`src/rtl/seq_sub_divider.sv`:
```
// -----------------------------------------------------------------------------
// seq_sub_divider
// Multi-cycle unsigned divider controller using repeated subtraction.
// Computes Quotient = Dividend / Divisor and Remainder = Dividend % Divisor
// with a Start/Busy/Done handshake. One subtraction per RUN cycle, so the
// latency grows with the quotient (q+2 edges from accept to end of Done).
//
// Optional feature macro: DIV_ZERO_DETECT_EN
//   defined   : a zero divisor ends the run on the first RUN cycle with
//               Quotient=all-ones, Remainder=Dividend, DivByZero=1.
//   undefined : DivByZero is tied 0; a zero divisor runs until the quotient
//               saturates at all-ones, which gives the same Q/R results.
//
// Ports
//   Clk        in   rising-edge clock
//   Reset      in   asynchronous active-low reset
//   Start      in   request, sampled only in IDLE
//   Dividend   in   [N-1:0] unsigned dividend, captured on the accepting edge
//   Divisor    in   [N-1:0] unsigned divisor, captured on the accepting edge
//   Busy       out  high while the divider is in RUN
//   Done       out  one-cycle pulse when the results are valid
//   Quotient   out  [N-1:0] quotient, held until the next accepted Start
//   Remainder  out  [N-1:0] remainder, held until the next accepted Start
//   DivByZero  out  divide-by-zero flag, valid with Done
// -----------------------------------------------------------------------------
module seq_sub_divider #(
   parameter int N = 5
) (
   input  logic         Clk,
   input  logic         Reset,
   input  logic         Start,
   input  logic [N-1:0] Dividend,
   input  logic [N-1:0] Divisor,
   output logic         Busy,
   output logic         Done,
   output logic [N-1:0] Quotient,
   output logic [N-1:0] Remainder,
   output logic         DivByZero
);

   typedef enum logic [1:0] {
      IDLE = 2'd0,
      RUN  = 2'd1,
      DONE = 2'd2
   } state_t;

   localparam logic [N-1:0] ZERO_C = {N{1'b0}};
   localparam logic [N-1:0] ONES_C = {N{1'b1}};
   localparam logic [N-1:0] ONE_C  = {{(N-1){1'b0}}, 1'b1};

   state_t       state_r;
   state_t       next_state_s;
   logic [N-1:0] rem_r;
   logic [N-1:0] rem_nxt_s;
   logic [N-1:0] div_r;
   logic [N-1:0] div_nxt_s;
   logic [N-1:0] quo_r;
   logic [N-1:0] quo_nxt_s;
   logic         busy_r;
   logic         done_r;
   logic [N:0]   diff_s;
   logic         borrow_s;
   logic         q_sat_s;

`ifdef DIV_ZERO_DETECT_EN
   logic         dbz_r;
   logic         dbz_nxt_s;
   logic         div_zero_s;
`endif

   // The extra top bit turns the subtractor borrow into the R<D compare.
   assign diff_s   = {1'b0, rem_r} - {1'b0, div_r};
   assign borrow_s = diff_s[N];
   assign q_sat_s  = (quo_r == ONES_C);

`ifdef DIV_ZERO_DETECT_EN
   assign div_zero_s = (div_r == ZERO_C);
`endif

   // Next-state and datapath update decode.
   always_comb begin
      next_state_s = state_r;
      rem_nxt_s    = rem_r;
      div_nxt_s    = div_r;
      quo_nxt_s    = quo_r;
`ifdef DIV_ZERO_DETECT_EN
      dbz_nxt_s    = dbz_r;
`endif
      case (state_r)
         IDLE: begin
            if (Start) begin
               rem_nxt_s    = Dividend;
               div_nxt_s    = Divisor;
               quo_nxt_s    = ZERO_C;
`ifdef DIV_ZERO_DETECT_EN
               dbz_nxt_s    = 1'b0;
`endif
               next_state_s = RUN;
            end else begin
               next_state_s = IDLE;
            end
         end
         RUN: begin
            // Priority: zero divisor (optional), R<D, saturation, subtract.
`ifdef DIV_ZERO_DETECT_EN
            if (div_zero_s) begin
               quo_nxt_s    = ONES_C;
               dbz_nxt_s    = 1'b1;
               next_state_s = DONE;
            end else
`endif
            if (borrow_s) begin
               next_state_s = DONE;
            end else if (q_sat_s) begin
               // Only reachable with a zero divisor; bounds the run length.
               next_state_s = DONE;
            end else begin
               rem_nxt_s    = diff_s[N-1:0];
               quo_nxt_s    = quo_r + ONE_C;
               next_state_s = RUN;
            end
         end
         DONE: begin
            next_state_s = IDLE;
         end
         default: begin
            next_state_s = IDLE;
         end
      endcase
   end

   // State register.
   always_ff @(posedge Clk or negedge Reset) begin
      if (!Reset) begin
         state_r <= IDLE;
      end else begin
         state_r <= next_state_s;
      end
   end

   // Remainder, divisor and quotient registers.
   always_ff @(posedge Clk or negedge Reset) begin
      if (!Reset) begin
         rem_r <= ZERO_C;
         div_r <= ZERO_C;
         quo_r <= ZERO_C;
      end else begin
         rem_r <= rem_nxt_s;
         div_r <= div_nxt_s;
         quo_r <= quo_nxt_s;
      end
   end

   // Handshake flags registered from the next state so they align with it.
   always_ff @(posedge Clk or negedge Reset) begin
      if (!Reset) begin
         busy_r <= 1'b0;
         done_r <= 1'b0;
      end else begin
         busy_r <= (next_state_s == RUN);
         done_r <= (next_state_s == DONE);
      end
   end

`ifdef DIV_ZERO_DETECT_EN
   // Divide-by-zero flag, cleared on accept and set by the zero-divisor exit.
   always_ff @(posedge Clk or negedge Reset) begin
      if (!Reset) begin
         dbz_r <= 1'b0;
      end else begin
         dbz_r <= dbz_nxt_s;
      end
   end

   assign DivByZero = dbz_r;
`else
   assign DivByZero = 1'b0;
`endif

   assign Busy      = busy_r;
   assign Done      = done_r;
   assign Quotient  = quo_r;
   assign Remainder = rem_r;

endmodule

```
`config.mk`:
```
export PLATFORM = sky130hd
export DESIGN_NAME = seq_sub_divider
export DESIGN_NICKNAME = d
export VERILOG_FILES = /design/src/rtl/seq_sub_divider.sv
export SDC_FILE = /design/constraint.sdc
export NUM_CORES = 1
export LEC_CHECK = 0
export CORE_MARGIN = 8
export CORE_UTILIZATION = 30
export CTS_BUF_LIST = sky130_fd_sc_hd__clkbuf_8 sky130_fd_sc_hd__clkbuf_16
export CTS_CLUSTER_DIAMETER = 100
export DETAILED_ROUTE_END_ITERATION = 7
export PLACE_DENSITY = 0.5
export SLEW_MARGIN = 20
export SYNTH_ARGS = -nofsm -noshare
export SYNTH_HDL_FRONTEND = slang
export SYNTH_SLANG_ARGS = --single-unit
export TNS_END_PERCENT = 30
```
`constraint.sdc`:
```
create_clock -name Clk -period 2.6 [get_ports Clk]
set_input_delay 0.39 -clock Clk [delete_from_list [all_inputs] [get_ports Clk]]
set_output_delay 0.39 -clock Clk [all_outputs]
set_load 0.03 [all_outputs]
```
==> results of run 1 <==
## sequential cells by signal (all words and copies together) (netlist names)
name / flops
Busy: 1
Done: 1
Quotient: 5
Remainder: 5
div_r: 5
state_r: 2
## metal layers
metal	part of all wire	GRT usage	up-vias	routed length, microns
met2	0.45	0.146	21	1180
met3	0.072	0.0308	5	189
met4	0.017	0.0444	0	46
met5	0	0	-	0
li1	-	-	438	-
met1	0.46	0.109	407	1220
## Yosys cell counts (2+ instances only)
library cell	n
dfrtp_1	19
nand2_1	11
inv_1	10
ha_1	7
o21ai_0	7
mux2_4	4
and4bb_2	3
mux2i_1	3
nand2b_1	3
nand3_1	3
o211ai_1	3
a21oi_1	2
a221oi_2	2
and3_1	2
nor2_1	2
nor2b_1	2
o21a_1	2
## worst max-delay path, stage by stage, from the launching register on
cell      delay (ns)
dfrtp_1         0.42
ha_1            0.22
and3_1          0.19
ha_1            0.25
nor3b_4         0.28
o311ai_2        0.17
and2_4          0.20
inv_8           0.09
mux2_4          0.30
## layout by cell type, fill, tap and decap left out
cell type / count
o211a_1: 1
conb_1: 1
nand2b_1: 3
or3_1: 1
nand2_1: 11
a2bb2oi_1: 1
clkinv_2: 1
mux2_2: 1
nor4b_1: 1
o2111ai_1: 1
nor2_1: 2
o21a_1: 2
ha_1: 7
nand3_1: 3
o31a_1: 1
buf_4: 2
and3_1: 2
mux2i_1: 3
o211ai_1: 3
nor3b_4: 1
and4bb_2: 3
mux2_4: 4
a221oi_2: 2
nor3b_1: 1
o311ai_2: 1
o41ai_1: 1
fa_1: 1
clkbuf_8: 3
o21ai_0: 7
clkdlybuf4s50_1: 24
a21oi_1: 2
inv_8: 1
nor2b_1: 2
inv_1: 10
dfrtp_1: 19
a21oi_2: 1
or4_1: 1
and2_4: 1
a21o_1: 1
xnor2_1: 1
## worst max path at each step
stage	to	from	cells after the start
after floorplan	Remainder[1]$_DFFE_PN0P_	Quotient[0]$_DFFE_PN0P_	8
after global placement	Remainder[2]$_DFFE_PN0P_	Quotient[0]$_DFFE_PN0P_	8
after detailed placement	Remainder[2]$_DFFE_PN0P_	Quotient[0]$_DFFE_PN0P_	8
after CTS	Remainder[4]$_DFFE_PN0P_	Quotient[0]$_DFFE_PN0P_	8
after global routing	Remainder[4]$_DFFE_PN0P_	Quotient[0]$_DFFE_PN0P_	8
final	Remainder[4]$_DFFE_PN0P_	Quotient[0]$_DFFE_PN0P_	8
## cell type report
cell class,instances,share of cell area
Sequential cell,19,0.317
Tap cell,48,0.0400
Multi-Input combinational cell,74,0.410
Clock inverter,1,0.00334
Clock buffer,3,0.0275
Timing Repair Buffer,26,0.170
Inverter,11,0.0325
## kinds of logic (layout without fill, tap and decap cells)
logic type | Yosys count | in the layout | share of synthesized area
XOR/XNOR | 1 | 1 | 0.00754
AND/OR/NAND/NOR | 32 | 32 | 0.174
flip-flops | 19 | 19 | 0.409
other | 1 | 1 | 0.00323
multiplexers | 8 | 8 | 0.0872
adder cells (fa/ha/maj) | 8 | 8 | 0.0926
AO/OA/AOI/OAI | 24 | 24 | 0.164
buffers and inverters | 14 | 41 | 0.0624
## power breakdown
group	internal [mW]	switching [mW]	total, mW
clock network	0.107	0.106	0.213
registers	0.425	0.102	0.526
logic	0.598	0.708	1.31
total	1.13	0.916	2.05
## per-stage QoR
step           instances   util
5_1_grt              182  0.407
3_3_place_gp         178  0.394
2_1_floorplan        107      -
6_report             182  0.407
4_1_cts              182  0.407
3_5_place_dp         178  0.394
==> results_dict.tcl, run 1 <==
set metrics [dict create \
    grt_start_max_net_pins 20 \
    ys.flop_type "dfrtp_1" \
    setup_viol 0 \
    numCtsBuffers 3 \
    hpwl_mm 2.00 \
    cts.sinks 19 \
    post-place-ws_ns 0.372 \
    grt_pass1_vias 948 \
    n_antenna_cell 0 \
    yosysUniqueCellTypes 39 \
    track_usage 0.0919 \
    syn_nets 128 \
    arrival_ns 2.39 \
    finalCritPeriodShare 0.860 \
    timing.hold.ws_ns 0.445 \
    avgRoutedWirePerCell_microns 14.5 \
    drt_pass1_iterations 4 \
    grt_antenna_before_repair 0 \
    vias_per_cell 4.79 \
    post-synth-top-area-cell "dfrtp_1" \
    core_sq_um 3690 \
    cts_resized 0 \
    drv_cap 0 \
    timing.final.hold_violations 0 \
    path_max_fanout 7 \
    critPathRequiredTime_ns 2.75 \
    ir_worst_vdd_mv 0.477 \
    grt_pass1_wl_mm 4.56 \
    fmax_mhz 447 \
    power_mw 2.05 \
    place_area_sq_um 1450 \
    start_kind "flop" \
    r2r_end "Remainder[4]$_DFFE_PN0P_" \
    cts_htree_levels 1 \
    postCtsSetupBuffers 0 \
    die-area_sq_um 6120 \
    power_density_nw_per_um2 1360 \
    synthCells 107 \
    routed_wl_mm 2.64 \
    syn_to_final_growth_pct 29.1 \
    finalSetupTns_ns 0 \
    layout.nets 156 \
    yosys-top-cells-area "dfrtp_1 (41%), ha_1 (7.5%), mux2_4 (5.2%)" \
    ios 26 \
    hold_buffers 0 \
    rsz0062_at_grt "no" \
    ant_nets 0 \
    yosys_register_bits 19 \
    synth_top_area_share 0.409 \
    root_buffer "clkbuf_8" \
    drc_errors 0 \
    cts_tree "done" \
    drive_gt1_frac 0.157 \
    p_leak_nw 0.670 \
    seq_area_frac_synth 0.409 \
    synth.avg_cell_area_sq_um 10.9 \
    vias 871 \
    drt_iter0_drc 64 \
    io_buffers 24 \
    status "finished clean" \
    register_area_sq_um 475 \
    design_area_sq_um 1500 \
    clk_pin_slew_ns 0.08 \
    yosys_warnings 0 \
    worstRegToRegCells 8 \
    die_y_microns 78.2 \
    place_congestion 0.802 \
    min_path_type "in2async" \
    netlist_area_sq_um 1160 \
    final.min_clock_period_ns 2.24 \
    worstSetupPathType "reg2reg" \
    cp-end-kind "flop" \
    async_flop_share 1.00 \
    die_x_microns 78.2 \
    r2r-start "Quotient[0]$_DFFE_PN0P_" \
    slew_violations 0 \
    clk_latency_ns 0.27 \
    clock_skew_ns 0.00657 \
    multi_input_area_sq_um 614 \
    rrSetupSlack_ns 0.36 \
    fin_ws_ns 0.364 \
    synth_edf_count 0 \
    cts_buffer_depth 2 \
    start_util 0.315 \
    fillCellCount 384 \
    grt-ovfl-total 0 \
    std_cell_rows 22 \
]
Power figures use the tool's default switching activity.
==> inputs of run 2 (changes only) <==
Settings changed: ABC_CLOCK_PERIOD_IN_PS from default to 2600.
==> results of run 2 <==
Same layout as run 1: the final DEF is identical, and so are final timing and power.
